[src/rtl/sram_ctrl.sv]
// Sequencer for an external asynchronous SRAM: one read or write at a time, registered strobes,
// programmable read/write wait states and a recovery gap that doubles as DQ bus turnaround.
module sram_ctrl #(
  parameter int AW      = 20,
  parameter int DW      = 8,
  parameter int RD_WAIT = 2,
  parameter int WR_WAIT = 2,
  parameter int TURN    = 1
) (
  input  logic          i_clk,
  input  logic          i_rst_n,
  input  logic          i_req_valid,
  output logic          o_req_ready,
  input  logic          i_req_we,
  input  logic [AW-1:0] i_req_addr,
  input  logic [DW-1:0] i_req_wdata,
  output logic          o_rsp_valid,
  output logic [DW-1:0] o_rsp_rdata,
  output logic [AW-1:0] o_sram_addr,
  output logic [DW-1:0] o_sram_dq_out,
  output logic          o_sram_dq_oe,
  input  logic [DW-1:0] i_sram_dq_in,
  output logic          o_sram_ce_n,
  output logic          o_sram_oe_n,
  output logic          o_sram_we_n
);

  // IDLE: ready | RD: OE# low | WR_SETUP/PULSE/HOLD: write phases | RECOVER: strobes high, turnaround
  localparam logic [2:0] S_IDLE     = 3'd0;
  localparam logic [2:0] S_RD       = 3'd1;
  localparam logic [2:0] S_WR_SETUP = 3'd2;
  localparam logic [2:0] S_WR_PULSE = 3'd3;
  localparam logic [2:0] S_WR_HOLD  = 3'd4;
  localparam logic [2:0] S_RECOVER  = 3'd5;
  localparam int         CW         = 16;

  if (RD_WAIT < 1 || WR_WAIT < 1 || TURN < 1) begin : g_bad_param
    $error("sram_ctrl: RD_WAIT, WR_WAIT and TURN must all be >= 1");
  end

  logic [2:0]    r_state;
  logic [CW-1:0] r_cnt;
  logic          r_ready;
  logic          r_rsp_valid;
  logic [DW-1:0] r_rdata;
  logic [AW-1:0] r_addr;
  logic [DW-1:0] r_dq_out;
  logic          r_dq_oe;
  logic          r_ce_n;
  logic          r_oe_n;
  logic          r_we_n;
  logic          w_accept;

  assign w_accept = i_req_valid && r_ready;

  always_ff @(posedge i_clk or negedge i_rst_n) begin
    if (!i_rst_n) begin
      r_state     <= S_IDLE;
      r_cnt       <= '0;
      r_ready     <= 1'b0;
      r_rsp_valid <= 1'b0;
      r_rdata     <= '0;
      r_addr      <= '0;
      r_dq_out    <= '0;
      r_dq_oe     <= 1'b0;
      r_ce_n      <= 1'b1;
      r_oe_n      <= 1'b1;
      r_we_n      <= 1'b1;
    end else begin
      r_rsp_valid <= 1'b0;
      case (r_state)
        S_IDLE: begin
          if (w_accept) begin
            r_ready <= 1'b0;
            r_addr  <= i_req_addr;
            r_ce_n  <= 1'b0;
            if (i_req_we) begin
              r_state  <= S_WR_SETUP;
              r_dq_oe  <= 1'b1;
              r_dq_out <= i_req_wdata;
            end else begin
              r_state <= S_RD;
              r_oe_n  <= 1'b0;
              r_cnt   <= CW'(RD_WAIT - 1);
            end
          end else begin
            r_ready <= 1'b1;
          end
        end
        S_RD: begin
          if (r_cnt == '0) begin
            r_rdata     <= i_sram_dq_in;
            r_rsp_valid <= 1'b1;
            r_ce_n      <= 1'b1;
            r_oe_n      <= 1'b1;
            r_cnt       <= CW'(TURN - 1);
            r_state     <= S_RECOVER;
          end else begin
            r_cnt <= r_cnt - CW'(1);
          end
        end
        S_WR_SETUP: begin
          r_we_n  <= 1'b0;
          r_cnt   <= CW'(WR_WAIT - 1);
          r_state <= S_WR_PULSE;
        end
        S_WR_PULSE: begin
          if (r_cnt == '0) begin
            r_we_n  <= 1'b1;
            r_state <= S_WR_HOLD;
          end else begin
            r_cnt <= r_cnt - CW'(1);
          end
        end
        S_WR_HOLD: begin
          r_ce_n      <= 1'b1;
          r_dq_oe     <= 1'b0;
          r_rsp_valid <= 1'b1;
          r_cnt       <= CW'(TURN - 1);
          r_state     <= S_RECOVER;
        end
        S_RECOVER: begin
          if (r_cnt == '0) begin
            r_state <= S_IDLE;
            r_ready <= 1'b1;
          end else begin
            r_cnt <= r_cnt - CW'(1);
          end
        end
        default: begin
          r_state <= S_IDLE;
          r_ready <= 1'b0;
          r_dq_oe <= 1'b0;
          r_ce_n  <= 1'b1;
          r_oe_n  <= 1'b1;
          r_we_n  <= 1'b1;
        end
      endcase
    end
  end

  assign o_req_ready   = r_ready;
  assign o_rsp_valid   = r_rsp_valid;
  assign o_rsp_rdata   = r_rdata;
  assign o_sram_addr   = r_addr;
  assign o_sram_dq_out = r_dq_out;
  assign o_sram_dq_oe  = r_dq_oe;
  assign o_sram_ce_n   = r_ce_n;
  assign o_sram_oe_n   = r_oe_n;
  assign o_sram_we_n   = r_we_n;

endmodule

[config.mk]
export PLATFORM = sky130hd
export DESIGN_NAME = sram_ctrl
export DESIGN_NICKNAME = d
export VERILOG_FILES = /design/src/rtl/sram_ctrl.sv
export SDC_FILE = /design/constraint.sdc
export NUM_CORES = 1
export LEC_CHECK = 0
export BUFFER_PORTS_ARGS = -buffer_cell sky130_fd_sc_hd__buf_4
export CAP_MARGIN = 40
export CORE_UTILIZATION = 51
export DETAILED_ROUTE_END_ITERATION = 6
export GPL_ROUTABILITY_DRIVEN = 1
export MAX_ROUTING_LAYER = met4
export PLACE_DENSITY = 0.76
export SLEW_MARGIN = 10
export SYNTH_ARGS = -nofsm -noshare
export SYNTH_HDL_FRONTEND = slang
export SYNTH_SLANG_ARGS = --single-unit
[constraint.sdc]
create_clock -name i_clk -period 3.1 [get_ports i_clk]
set_input_delay 0.62 -clock i_clk [delete_from_list [all_inputs] [get_ports i_clk]]
set_output_delay 0.62 -clock i_clk [all_outputs]
set_load 0.01 [all_outputs]
; Yosys cells after proc, flatten, opt, wreduce, memory -nomap -nowiden
; Index checks and enable logic that the tools add are counted.
[word_totals]
register_bits = 61
input_bits = 40
out_inout_bits = 42
word_cells = 74
[classes]
addsub = 1
n_eq_ne = 12
muxes = 25
bitwise = 5
reduce_logical = 20
[ops]
columns = op, n
row1 = 16-bit case mux with 5 select lines, 1
row2 = 16-bit two-way mux, 4
row3 = 3-bit case mux with 6 select lines, 1
row4 = 16-bit zero test, 1
row5 = 4-bit OR reduction, 4
row6 = 16-bit by 1-bit subtractor with 16-bit output (second input constant), 1
row7 = 2-bit != test (second input constant), 7
row8 = 3-bit two-way mux, 4
row9 = 1-bit case mux with 3 select lines, 4
row10 = 4-bit AND reduction, 3
row11 = 3-bit AND reduction, 3
row12 = 1-bit two-way mux, 8
row13 = 2-bit AND reduction, 4
row14 = 3-bit by 2-bit == test with 1-bit output (second input constant), 2
row15 = 3-bit == test (second input constant), 2
row16 = 1-bit inverter, 5
row17 = 5-bit nonzero test, 1
row18 = 1-bit case mux with 2 select lines, 2
row19 = 3-bit by 1-bit == test with 1-bit output (second input constant), 1
row20 = 3-bit zero test, 1
row21 = 3-bit OR reduction, 1
row22 = 2-bit two-way mux, 1
row23 = 2-bit OR reduction, 1
row24 = 1-bit logical AND, 1

; Longest topological paths before layout
; Gate-level depths: netlist of run 1.
[depth]
ltp_word = 4
depth_mapped = 8
ltp_nobuf = 8

; Least setup slack after synthesis of run 1
; OpenSTA, ideal clock, no wires.
[synth_path]
path_kind = register to register
from = register r_cnt[6]
to = register r_cnt[6]
setup_time_ns = 0.153
arrival_time_ns = 2.162
required_ns = 2.947
path_slack_ns = 0.785
path_stages_with_launch = 8
path_buffers = 2
period_less_slack_ns = 2.315
cell_sequence = dfrtp_1 > or4_4 > buf_6 > or4b_4 > o21ai_4 > buf_6 > nor3_1 > a2bb2oi_1
[synth_between]
elab_chain_len = 3
word_cells_on_any_way = 7
cone_classes = add/sub: 1 / eq/ne: 1 / mux: 3 / reduce/logical: 2
[synth_lines]
columns = item, line
row1 = start: declaration, 42  ; logic [CW-1:0] r_cnt;
row2 = start signal: assignment, 84  ; r_cnt <= CW'(RD_WAIT - 1);
row3 = start signal: assignment, 96  ; r_cnt <= CW'(TURN - 1);
row4 = start signal: assignment, 99  ; r_cnt <= r_cnt - CW'(1);
row5 = 16-bit by 1-bit subtractor with 16-bit output / 16-bit zero test (equally long branches), n/a
row6 = 16-bit two-way mux (tied with other cells), "108, 123"
row7 = 16-bit case mux with 5 select lines / 4-bit AND reduction (equally long branches), n/a
; Several ways; a longest one is shown, not always the timed one. The select of a mux whose other input is x is not followed.
; A chain may end at the register's enable or synchronous reset.

; Final worst setup path of run 1
[layout_path]
from = register r_cnt[0]
to = register r_cnt[3]
; The elaborated chain is that of the path after synthesis.

==> run metrics, run 1 <==
CTS buffer count 9; clock-pin slew on the worst setup and hold paths approximately 0.07 ns; vias in the first global route 2239; CTS resizes 0; nets about 360; GRT Total Usage about 24%; CP top delay family simple AND/OR/NAND/NOR gates; Mapped Nets ~270; Filler Cell Count 409; H-tree depth 3; post-synthesis async set-or-reset flop share 100%; Clock Latency Late Sink about 0.34 ns; syn_area_per_cell between 10 and 15 µm²; vias per inst 5.57; CP Max Fanout 19; Final Skew approximately 0.0063 ns; Netlist cell types 55; Routed WL between 6000 and 7000 µm; Max-cap violations 0; Die H ~76 µm; Worst Setup End Kind flip-flop; # port buffers between 80 and 90; pin count of the biggest net entering global routing 62; Yosys Warn Count 0; die area slightly below 6000 µm²; Initial Util between 50% and 60%; maximum clock path buffer count 2; Min Clock Period, post-route between 2 and 3 ns; Max Transition Viols Final 0; FMAX 383 MHz; initial antenna violation count 0; Slew HR between 40% and 50%; RD Place Congestion 0.774; layout cells sized above 1 between 40% and 50%; drt first pass iters 4; # hold bufs at CTS 0; Peak VDD IR 0.621 mV; Critical R2R Capture r_cnt[3]; pwr dens 1040 nW/µm²; DR iter-0 viols between 100 and 150; critical path's slowest cell or4b_4; sum of negative setup slack 0 ns; Post-Syn Instances approximately 230; routed len/inst about 16 µm; Required @ worst endpoint about 3.3 ns; antenna cells 0; Antenna Nets Post-Route 0; aggregate global routing overflow 0; I/O pin cnt about 80; worst hold margin approximately 0.36 ns; period utilization between 80% and 90%; area of the core about 5200 µm²; CP Class reg -> reg; area growth from synthesis to layout 32.4%; status complete, no violations; Post-CTS Setup Inserts 0; Clock Tree Root clkbuf_8; #FFs+latches synth between 60 and 70; reg2reg setup slack approximately 0.49 ns; r2r startpoint r_cnt[0]; crit path cell chain inv_1 -> ha_1 -> nor4b_1 -> or4b_4 -> o21ai_4 -> inv_2 -> nand2_4 -> o211ai_1; CP startpoint kind flip-flop; DRC viols 0; via count 2185; Worst R2R Path Depth 8; Buf/Inv on CP 2; TritonCTS clock tree built; actual slew at the worst max-slew pin between 0.7 and 0.8 ns; RSZ-0062 raised after global routing false; DP HPWL 4410 µm; Crit path largest cell delay approximately 0.54 ns; Lkg Pwr 1.74 nW; cell area after synthesis 2820 µm²; worst hold path type in -> async; top_reg_cell synth dfrtp_1; EDFF count, synth 0; Rows 26; final hold vios 0; Die Width about 76 µm; worst path arrival time approximately 2.8 ns; final count of negative-setup-slack endpoints 0; Sink Count 61; sequential share of the synthesized area 54.3%; first-pass GRT wire length between 10000 and 15000 µm
state kept, by name, indices dropped and copies added (netlist names):
name and count:
r_cnt 16, o_sram_dq_out 8, o_sram_we_n 1, o_rsp_rdata 8
o_sram_ce_n 1, o_rsp_valid 1, o_sram_oe_n 1, o_sram_addr 20
o_sram_dq_oe 1, r_state 3, o_req_ready 1
cells in the mapped netlist, types with 3 or more instances:
| cell type | number | area share (%) |
|---|---|---|
| inv_1 | 4 | 0.53 |
| a2bb2oi_1 | 3 | 0.93 |
| dfstp_2 | 3 | 2.8 |
| mux2_2 | 37 | 15 |
| a21oi_1 | 7 | 1.2 |
| buf_1 | 3 | 0.40 |
| nor2_1 | 16 | 2.1 |
| nor4_1 | 3 | 0.67 |
| or3_1 | 7 | 1.6 |
| o21ai_0 | 7 | 1.2 |
| o31ai_1 | 3 | 0.80 |
| nand3_1 | 5 | 0.89 |
| clkbuf_1 | 5 | 0.67 |
| or4_1 | 4 | 1.1 |
| nand2_1 | 14 | 1.9 |
| nand2b_1 | 3 | 0.67 |
| dfrtp_1 | 58 | 52 |
| o211ai_1 | 3 | 0.80 |
worst max path at each step:
stage / depth (start not counted) / from / slack (ns) / endpoint
detailed placement: 6 / r_cnt[6] / 0.55 / r_cnt[3]
floorplan: 7 / r_cnt[6] / 0.79 / r_cnt[6]
finish: 8 / r_cnt[0] / 0.49 / r_cnt[3]
CTS: 8 / r_cnt[0] / 0.51 / r_cnt[3]
global route: 8 / r_cnt[0] / 0.29 / r_cnt[3]
global placement: 6 / r_cnt[6] / 0.60 / r_cnt[8]
placed cells by master (no fill, tap or decap), types with 4 or more instances in the layout:
cell      synthesis  layout
dfrtp_1          58      58
or4_1             4       4
clkbuf_8          0      10
nor2_1           16      16
nand2_1          14      14
nand3_1           5       5
a21oi_1           7       7
mux2_2           37      37
buf_4             0      83
inv_1             4       4
or3_1             7       7
o21ai_0           7       7
kinds of logic after synthesis:
kind of cell	count (synthesis)	share of synthesized area, %
DFF	61	54.3
adders and majority gates	1	0.444
AOI/OAI and AO/OA	48	12.6
muxes	38	15.1
xor gates and xnor gates	2	0.622
buffers and inverters	15	2.53
and+or+nand+nor	68	14.3
routing by layer:
layer | share of wire (%) | GRT usage [%] | vias up
met2 | 49 | 37.7 | 70
li1 | - | - | 1039
met4 | 1.7 | 9.23 | 0
met1 | 44 | 29.7 | 1061
met3 | 4.8 | 7.19 | 15
met5 | 0 | - | -
area by class of cell:
cell class              count  area [µm²]  share of cell area (%)
flip-flops and latches     61        1530                    41.0
multi-input cells         157        1220                    32.8
repair buffers             83         623                    16.7
clock buffers              10         138                    3.69
clock inverters             6         110                    2.95
well taps                  70        87.6                    2.35
inverters                   5        18.8                   0.503
worst reg2reg max path: cells and delay by family (launching register included):
family,cells,cell delay (ns)
and+or+nand+nor,3,1.04
AOI/OAI and AO/OA,2,0.53
adders and majority gates,1,0.22
DFF,1,0.43
buffers and inverters,2,0.25
stage by stage:
| step | cell area, µm² | setup WS (ns) | utilization [%] | cells | power, W |
|---|---|---|---|---|---|
| final | 3730 | 0.487 | 71.6 | 392 | 0.00387 |
| after global routing | 3730 | 0.294 | 71.6 | 392 | 0.00411 |
| after CTS | 3730 | 0.507 | 71.6 | 392 | 0.00389 |
| after detailed placement | 3480 | 0.552 | 66.9 | 376 | 0.00300 |
| after global placement | 3480 | 0.601 | 66.9 | 376 | 0.00293 |
| after floorplan | 2820 | 0.785 | - | 233 | 0.00236 |
power breakdown:
group          internal [W]  switching [W]  leakage (nW)  total [W]
Clock              0.000554       0.000320         0.119   0.000874
Sequential          0.00116       0.000304         0.752    0.00147
Combinational      0.000795       0.000732         0.867    0.00153
Total               0.00251        0.00136          1.74    0.00387
Note: power is estimated with default switching activity, not from simulation.
==> run 2: changes to the inputs <==
--- a/config.mk
+++ b/config.mk
@@ -7,11 +7,11 @@
 export LEC_CHECK = 0
 export BUFFER_PORTS_ARGS = -buffer_cell sky130_fd_sc_hd__buf_4
 export CAP_MARGIN = 40
-export CORE_UTILIZATION = 51
+export CORE_UTILIZATION = 46
 export DETAILED_ROUTE_END_ITERATION = 6
 export GPL_ROUTABILITY_DRIVEN = 1
 export MAX_ROUTING_LAYER = met4
-export PLACE_DENSITY = 0.76
+export PLACE_DENSITY = 0.72
 export SLEW_MARGIN = 10
 export SYNTH_ARGS = -nofsm -noshare
 export SYNTH_HDL_FRONTEND = slang
==> constraint.sdc (replaced) <==
create_clock -name i_clk -period 2.31 [get_ports i_clk]
set_input_delay 0.462 -clock i_clk [delete_from_list [all_inputs] [get_ports i_clk]]
set_output_delay 0.462 -clock i_clk [all_outputs]
set_load 0.01 [all_outputs]
==> run 2 against run 1 <==
Compared with the run above: first-iteration DRC count increased by 2.8%; largest power group unchanged; clock skew increased by 0.0037 ns; die area increased by 11%; combinational power increased by 56%; largest cell class unchanged.
==> run metrics, run 2 (synthesis results as in run 1) <==
# port buffers 81; Critical R2R Capture r_cnt[13]; Antenna Nets Post-Route 0; first-pass GRT wire length 10300 µm; Worst R2R Path Depth 7; antenna cells 0; crit path cell chain or4_4 -> buf_4 -> nor4b_4 -> buf_4 -> a31o_2 -> and2_2 -> a21oi_1; vias in the first global route ~2300; Max Transition Viols Final 0; CP dominant cell by count buf_4; Required @ worst endpoint between 2 and 3 ns; aggregate global routing overflow 0; Final Skew just over 0.01 ns; I/O pin cnt about 80; routed len/inst about 15 µm; pwr dens 1370 nW/µm²; DP HPWL ~4400 µm; FMAX 441 MHz; Lkg Pwr 1.85 nW; Routed WL 6290 µm; sum of negative setup slack 0 ns; max reg flops 20; drt first pass iters 6; maximum clock path buffer count 2; commonest non-fill, non-tap cells in the layout 102 x buf_4, 58 x dfrtp_1, 37 x mux2_2, 16 x nor2_1, 14 x nand2_1; Buf/Inv on CP 2; worst hold margin between 0.15 and 0.2 ns; CP top delay family simple AND/OR/NAND/NOR gates; Inst Count DP 398; TritonCTS clock tree built; r2r startpoint r_cnt[6]; Rows 28; die area 6440 µm²; reg2reg setup slack slightly above 0.04 ns; Crit path largest cell delay around 0.57 ns; commonest non-fill, non-tap cell in the layout buf_4; fin area a little under 4000 µm²; Worst Setup End Kind flip-flop; DP Area between 3000 and 4000 µm²; DRC viols 0; status complete, no violations; Initial Util between 40 and 50%; post-route core utilization 66.2%; clock-pin slew on the worst setup and hold paths approximately 0.07 ns; nets roughly 380; Max-cap violations 0; CTS buffer count 9; Die Width ~80 µm; Sink Count roughly 60; Crit. Startpoint r_cnt[6]; area growth from synthesis to layout 39.2%; critical path's slowest cell or4_4; period utilization 98.2%; via count 2290; final hold vios 0; final non-filler cell total about 420; Min Clock Period, post-route 2.27 ns; GRT Total Usage approximately 22%; vias per inst about 5.5; Slew HR between 40 and 50%; Clock Latency Late Sink approximately 0.34 ns; initial antenna violation count 0; CP startpoint kind flip-flop; pin count of the biggest net entering global routing 62; Clock Tree Root clkbuf_8; actual slew at the worst max-slew pin about 0.77 ns; Peak VDD IR between 0.8 and 0.9 mV; Die H roughly 80 µm; final count of negative-setup-slack endpoints 0; RSZ-0062 raised after global routing true; worst path arrival time approximately 2.5 ns; Filler Cell Count between 400 and 500; CP Max Fanout 6; CP Class reg -> reg; area of the core 5920 µm²; RD Place Congestion between 0.8 and 0.9; H-tree depth 3; DR iter-0 viols between 100 and 150; worst hold path type in -> async; layout cells sized above 1 approximately 52%
-- run 2: through the flow --
stage | worst slack [ns] | total power (W)
after CTS | -0.00789 | 0.00529
after floorplan | 0.000980 | 0.00317
after global placement | 0.0531 | 0.00412
after global routing | -0.0644 | 0.00571
after detailed placement | 0.00634 | 0.00419
final | 0.0411 | 0.00537
-- run 2: worst max path at each step --
stage                     end  slack, ns  depth (start not counted)
floorplan            r_cnt[6]      0.001                          7
global placement     r_cnt[3]       0.05                          6
detailed placement   r_cnt[6]      0.006                          6
CTS                  r_cnt[0]     -0.008                          6
global route        r_cnt[13]      -0.06                          7
finish              r_cnt[13]       0.04                          7
-- run 2: routing by layer --
metal / GRT usage, % / vias up / part of all wire, %
met3: 6.36 / 6 / 5.7
met1: 26.5 / 1144 / 44
met5: - / - / 0
met4: 8.04 / 0 / 0.97
met2: 34.2 / 66 / 49
li1: - / 1074 / -
-- run 2: timing repair --
| item | CTS | global route |
|---|---|---|
| pin swaps | 1 | 2 |
| buffers inserted | 0 | 3 |
| setup endpoints to repair | 2 | 24 |
| hold buffers | 0 | 0 |
| resized for setup | 0 | 9 |
| cloned | 0 | 1 |
-- run 2: final cells by class --
type                       count  area (µm²)  area share (%)
inverter                       5        18.8           0.479
sequential                    61        1530            39.0
timing repair buffer         104         782            19.9
clock inverter                 4        70.1            1.79
tap                           75        93.8            2.39
clock buffer                  12         155            3.96
multi-input combinational    157        1270            32.4
-- run 2: power by group --
part | switching, W | internal, W | leakage [nW]
registers | 0.000353 | 0.00156 | 0.752
logic | 0.00112 | 0.00126 | 0.987
clock network | 0.000414 | 0.000663 | 0.116
total | 0.00189 | 0.00348 | 1.85
